## src/rtl/bkd_pkg.sv

```systemverilog
// ============================================================================
// Module  : bkd_pkg
// Brief   : Shared types and constants for the backend packet arbiter path.
// Revision: 1.0 - initial release
// ============================================================================
`default_nettype none

package bkd_pkg;

  localparam int DATA_W        = 64;
  localparam int STRB_W        = 8;
  localparam int USER_W        = 128;
  localparam int TUSER_LEN_MSB = 15;

  localparam logic [7:0] PORT_ID0 = 8'h00;
  localparam logic [7:0] PORT_ID1 = 8'h01;

  typedef enum logic [2:0] {
    ST_IDLE = 3'b001,
    ST_GNT0 = 3'b010,
    ST_GNT1 = 3'b100
  } state_t;

  typedef struct packed {
    logic [DATA_W-1:0] tdata;
    logic [STRB_W-1:0] tstrb;
    logic [USER_W-1:0] tuser;
    logic              tlast;
  } axis_beat_t;

  // Replace the 8-bit field at lsb with id; every other user bit is kept.
  function automatic logic [USER_W-1:0] stamp_port_id(
    input logic [USER_W-1:0] user,
    input int unsigned       lsb,
    input logic [7:0]        id
  );
    logic [USER_W-1:0] w_mask;
    logic [USER_W-1:0] w_ins;
    w_mask = {{(USER_W-8){1'b0}}, 8'hFF} << lsb;
    w_ins  = {{(USER_W-8){1'b0}}, id} << lsb;
    return (user & ~w_mask) | w_ins;
  endfunction

endpackage

`default_nettype wire

```

## src/rtl/axis_reg_slice.sv

```systemverilog
// ============================================================================
// Module  : axis_reg_slice
// Brief   : Single-stage AXI4-Stream register slice (ready = empty or drained).
// Revision: 1.0 - initial release
// ============================================================================
`default_nettype none

module axis_reg_slice
  import bkd_pkg::*;
(
  input  logic       clk,
  input  logic       rst,
  input  logic       i_s_tvalid,
  output logic       o_s_tready,
  input  axis_beat_t i_s_beat,
  output logic       o_m_tvalid,
  output axis_beat_t o_m_beat,
  input  logic       i_m_tready
);

  logic       r_valid;
  axis_beat_t r_beat;
  logic       w_s_tready;

  assign w_s_tready = !r_valid || i_m_tready;

  always_ff @(posedge clk) begin
    if (rst) begin
      r_valid <= 1'b0;
      r_beat  <= '0;
    end else if (i_s_tvalid && w_s_tready) begin
      r_valid <= 1'b1;
      r_beat  <= i_s_beat;
    end else if (i_m_tready) begin
      r_valid <= 1'b0;
    end
  end

  assign o_s_tready = w_s_tready;
  assign o_m_tvalid = r_valid;
  assign o_m_beat   = r_beat;

endmodule

`default_nettype wire

```

## src/rtl/bkd_pkt_arb.sv

```systemverilog
// ============================================================================
// Module  : bkd_pkt_arb
// Brief   : Packet-granular round-robin arbiter of two AXIS readers onto one
//           registered backend TX port; tuser stamped with the source port.
//           Optional packet counters: define BKD_PKT_ARB_STATS_EN.
// Revision: 1.0 - initial release
// ============================================================================
`default_nettype none

module bkd_pkt_arb
  import bkd_pkg::*;
#(
  parameter int PORT_ID_LSB = 16
) (
  input  logic              clk,
  input  logic              rst,
  input  logic [DATA_W-1:0] s0_axis_tdata,
  input  logic [STRB_W-1:0] s0_axis_tstrb,
  input  logic [USER_W-1:0] s0_axis_tuser,
  input  logic              s0_axis_tvalid,
  input  logic              s0_axis_tlast,
  output logic              s0_axis_tready,
  input  logic [DATA_W-1:0] s1_axis_tdata,
  input  logic [STRB_W-1:0] s1_axis_tstrb,
  input  logic [USER_W-1:0] s1_axis_tuser,
  input  logic              s1_axis_tvalid,
  input  logic              s1_axis_tlast,
  output logic              s1_axis_tready,
  output logic [DATA_W-1:0] m_axis_tdata,
  output logic [STRB_W-1:0] m_axis_tstrb,
  output logic [USER_W-1:0] m_axis_tuser,
  output logic              m_axis_tvalid,
  output logic              m_axis_tlast,
  input  logic              m_axis_tready,
  output logic [31:0]       pkt_cnt0,
  output logic [31:0]       pkt_cnt1
);

  state_t     r_state;
  state_t     w_state_nxt;
  logic       r_last_served;
  logic       w_slice_rdy;
  logic       w_sel_valid;
  axis_beat_t w_sel_beat;
  axis_beat_t w_m_beat;
  logic       w_done0;
  logic       w_done1;

  // tready is only ever high for the granted port, so these mark end of packet.
  assign w_done0 = s0_axis_tvalid && s0_axis_tready && s0_axis_tlast;
  assign w_done1 = s1_axis_tvalid && s1_axis_tready && s1_axis_tlast;

  always_ff @(posedge clk) begin
    if (rst) begin
      r_state       <= ST_IDLE;
      r_last_served <= 1'b1;
    end else begin
      r_state <= w_state_nxt;
      if (w_done0) r_last_served <= 1'b0;
      else if (w_done1) r_last_served <= 1'b1;
    end
  end

  always_comb begin
    w_state_nxt = r_state;
    case (r_state)
      ST_IDLE: begin
        if (s0_axis_tvalid && s1_axis_tvalid)
          w_state_nxt = r_last_served ? ST_GNT0 : ST_GNT1;
        else if (s0_axis_tvalid)
          w_state_nxt = ST_GNT0;
        else if (s1_axis_tvalid)
          w_state_nxt = ST_GNT1;
      end
      ST_GNT0: if (w_done0) w_state_nxt = ST_IDLE;
      ST_GNT1: if (w_done1) w_state_nxt = ST_IDLE;
      default: w_state_nxt = ST_IDLE;
    endcase
  end

  always_comb begin
    s0_axis_tready = 1'b0;
    s1_axis_tready = 1'b0;
    w_sel_valid    = 1'b0;
    w_sel_beat     = '0;
    case (r_state)
      ST_GNT0: begin
        s0_axis_tready   = w_slice_rdy;
        w_sel_valid      = s0_axis_tvalid;
        w_sel_beat.tdata = s0_axis_tdata;
        w_sel_beat.tstrb = s0_axis_tstrb;
        w_sel_beat.tuser = stamp_port_id(s0_axis_tuser, PORT_ID_LSB, PORT_ID0);
        w_sel_beat.tlast = s0_axis_tlast;
      end
      ST_GNT1: begin
        s1_axis_tready   = w_slice_rdy;
        w_sel_valid      = s1_axis_tvalid;
        w_sel_beat.tdata = s1_axis_tdata;
        w_sel_beat.tstrb = s1_axis_tstrb;
        w_sel_beat.tuser = stamp_port_id(s1_axis_tuser, PORT_ID_LSB, PORT_ID1);
        w_sel_beat.tlast = s1_axis_tlast;
      end
      default: ;
    endcase
  end

  axis_reg_slice u_out_slice (
    .clk        (clk),
    .rst        (rst),
    .i_s_tvalid (w_sel_valid),
    .o_s_tready (w_slice_rdy),
    .i_s_beat   (w_sel_beat),
    .o_m_tvalid (m_axis_tvalid),
    .o_m_beat   (w_m_beat),
    .i_m_tready (m_axis_tready)
  );

  assign m_axis_tdata = w_m_beat.tdata;
  assign m_axis_tstrb = w_m_beat.tstrb;
  assign m_axis_tuser = w_m_beat.tuser;
  assign m_axis_tlast = w_m_beat.tlast;

`ifdef BKD_PKT_ARB_STATS_EN
  logic [31:0] r_cnt0;
  logic [31:0] r_cnt1;

  always_ff @(posedge clk) begin
    if (rst) begin
      r_cnt0 <= 32'h0;
      r_cnt1 <= 32'h0;
    end else begin
      if (w_done0) r_cnt0 <= r_cnt0 + 32'd1;
      if (w_done1) r_cnt1 <= r_cnt1 + 32'd1;
    end
  end

  assign pkt_cnt0 = r_cnt0;
  assign pkt_cnt1 = r_cnt1;
`else
  assign pkt_cnt0 = 32'h0;
  assign pkt_cnt1 = 32'h0;
`endif

endmodule

`default_nettype wire

```

## config.mk

```make
export PLATFORM = sky130hd
export DESIGN_NAME = bkd_pkt_arb
export DESIGN_NICKNAME = d
export VERILOG_FILES = /design/src/rtl/bkd_pkg.sv /design/src/rtl/axis_reg_slice.sv /design/src/rtl/bkd_pkt_arb.sv
export SDC_FILE = /design/constraint.sdc
export NUM_CORES = 1
export LEC_CHECK = 0
export CAP_MARGIN = 15
export CORE_AREA = 2 2 263 265
export CTS_BUF_LIST = sky130_fd_sc_hd__clkbuf_4
export DETAILED_ROUTE_END_ITERATION = 7
export DIE_AREA = 0 0 265 267
export HOLD_SLACK_MARGIN = 0.08
export SLEW_MARGIN = 20
export SYNTH_ARGS = -nofsm -noshare
export SYNTH_HDL_FRONTEND = slang
export SYNTH_HIERARCHICAL = 1
export SYNTH_SLANG_ARGS = --single-unit
```

## constraint.sdc

```tcl
create_clock -name clk -period 2.5 [get_ports clk]
set_clock_uncertainty 0.1 [all_clocks]
set_input_delay 0.625 -clock clk [delete_from_list [all_inputs] [get_ports clk]]
set_output_delay 0.625 -clock clk [all_outputs]
set_load 0.01 [all_outputs]
```

==> results.cfg <==
[setup_path]
path_class = reg2out
cp.arrival_ns = 1.64
path_buf_inv = 1
slowest_delay_ns = 0.54
cp.required_ns = 1.77
path_cells = clkdlybuf4s50_1
cp-start-kind = register
cpLargestDelayFamily = buffers and inverters
cp_slowest_cell = clkdlybuf4s50_1
end_kind = primary output
crit_fanout = 2

[global_routing]
overflow = 0
grt_max_degree = 131
grtUsageTotal_pct = 11.63
antenna_found_initial = 2
grt_pass1_vias = 11985
grt_pass1_wl_mm = 66.18

[routing]
drt_iter0_drc = 446
avgViaCountPerCell = 4.227
routed_wl_mm = 44.05
final_antenna_net_count = 0
wl_per_cell_um = 15.96
vias = 11667
drc = 0
firstDrtPassIters = 4

[floorplanning]
die_h_um = 267
core_region_area_mm2 = 0.06799
initial_core_util_pct = 17.38
die_area_mm2 = 0.07076
ios = 675
fp-row-count = 96
die_w_um = 265

[final_layout]
drive_gt1_share_pct = 16.90
final_area_mm2 = 0.01912
finalNetCount = 2233
seq_area_mm2 = 0.004134
final_util_pct = 28.13
area_growth_pct = 61.85
fillCellCount = 7198
multiInputGateArea_mm2 = 0.006566

[power_and_ir_drop]
leakage_nw = 7.567
p_per_area_mw_per_mm2 = 413.4
fin_total_pwr_w = 0.007905
vdd_drop_max_v = 0.0002005

[clock_network]
cts_tree = built
clock_latency_ns = 0.74
cts.sinks = 206
ctsRootBufferMaster = clkbuf_4
numCtsBuffers = 60
cts_max_level = 2
holdBufCountCts = 0
clk_path_buf_depth = 3
cts.clk_slew.worst_paths_ns = 0.07

[synth]
synth_top_cell_by_area = dfxtp_1
ys_warn_count = 6
syn_area_mm2 = 0.01181
synthTopCellsByCount = 206 x dfxtp_1, 203 x nand3_1, 195 x a22o_1, 157 x a21bo_1, 105 x a21oi_1
postSynthCellCount = 1251
ys_ff_latch = 206
synth_area_leaders = dfxtp_1 35%, a22o_1 14%, a21bo_1 13%
syn_area_per_cell_um2 = 9.444
synth_edf_count = 0
yosysSeqAreaShare_pct = 34.91
ys_types = 28
synth_flop_cell = dfxtp_1
async_flop_share_pct = 0
synth.most_common_cell = dfxtp_1
yosysTopAreaCellShare_pct = 34.91

[sta]
slew_viol_final = 0
min_period_over_period_pct = 94.47
min_period_ns = 2.362
worstMarginPinSlew_ns = 0.6414
max_slew_margin_pct = 57.24
rsz0062_at_grt = true
hold_viol_final = 0
setup_viol = 0
layout_setup_ws_ns = 0.1382
timing.fmax_mhz = 423.4

[place]
gp_congestion = 0.8176
numPortBuffers = 594
place_area_mm2 = 0.01841
dpl.hpwl_mm = 32.84
place_ws_ns = -0.1541

[run_status]
status = completed

[min_path]
holdCritPathClass = in2reg

[run]
drv_cap = 0
## kinds of logic (layout without fill, tap and decap cells)
family,count (synthesis),in the layout,share of synthesized area (%)
other,1,73,0.03174
AO/OA/AOI/OAI,605,605,43.61
AND/OR/NAND/NOR,218,218,9.542
buffers and inverters,221,776,11.90
flip-flops,206,206,34.91
## report_power, final
part           internal, W  switching [W]  leakage (nW)
Sequential         0.00330      0.0000219          1.66
Combinational     0.000793       0.000573          5.45
Clock              0.00165        0.00156         0.459
## per-layer routing
layer	vias to the layer above	GRT usage [%]	routed length [µm]
li1	5706	-	-
met1	5451	12.91	17630
met2	432	20.08	21300
met3	78	3.469	3270
met4	0	6.062	1848
met5	-	0	0
## sequential cells by signal, indices dropped and copies added, names as in the netlist
name / count
u_out_slice/o_m_tvalid: 1
r_state: 3
u_out_slice/o_m_beat: 201
r_last_served: 1
## placed cells by master, fill, tap and decap left out, drive strengths merged, types with 19 or more instances in the layout
cell type / count
dlygate4sd2: 98
clkinv: 19
dfxtp: 206
conb: 71
dlymetal6s2s: 19
a21bo: 201
nand3: 203
buf: 71
a22o: 195
clkdlybuf4s50: 474
a21oi: 205
clkbuf: 91
## stage by stage
| stage | setup TNS (ns) | hold slack (ns) | std cells |
|---|---|---|---|
| floorplan | 0 | 0.3570 | 1321 |
| global placement | -0.2917 | 0.3732 | 2645 |
| detailed placement | -0.3069 | 0.4189 | 2645 |
| CTS | 0 | 0.08914 | 2757 |
| global route | -0.008617 | 0.1196 | 2760 |
| finish | 0 | 0.2195 | 2760 |
## path summary, 6_finish.rpt
| kind | from | endpoint | slack, ns | cells past startpoint |
|---|---|---|---|---|
| worst max-delay path | u_out_slice/o_m_beat[99] | m_axis_tuser[98] | 0.14 | 1 |
| worst min-delay path | rst | u_out_slice/o_m_beat[171] | 0.22 | 2 |
| worst min register to register | r_last_served | r_last_served | 0.42 | 2 |
| worst max register to register | r_state[1] | u_out_slice/o_m_beat[104] | 0.53 | 6 |
## timing repair
item                                    CTS  global route
gates resized for setup                 112            21
pin swaps                                 0             0
endpoints found under the setup margin  100            20
buffers inserted                          0             1
## cell type report
type | instances | share of cell area (%)
clock buffer | 91 | 3.573
multi-input combinational | 894 | 34.34
sequential | 206 | 21.62
timing repair buffer | 662 | 34.21
tap | 882 | 5.772
clock inverter | 21 | 0.4188
antenna | 2 | 0.02617
inverter | 2 | 0.03926
No activity file was read; power rests on OpenSTA's default activity.
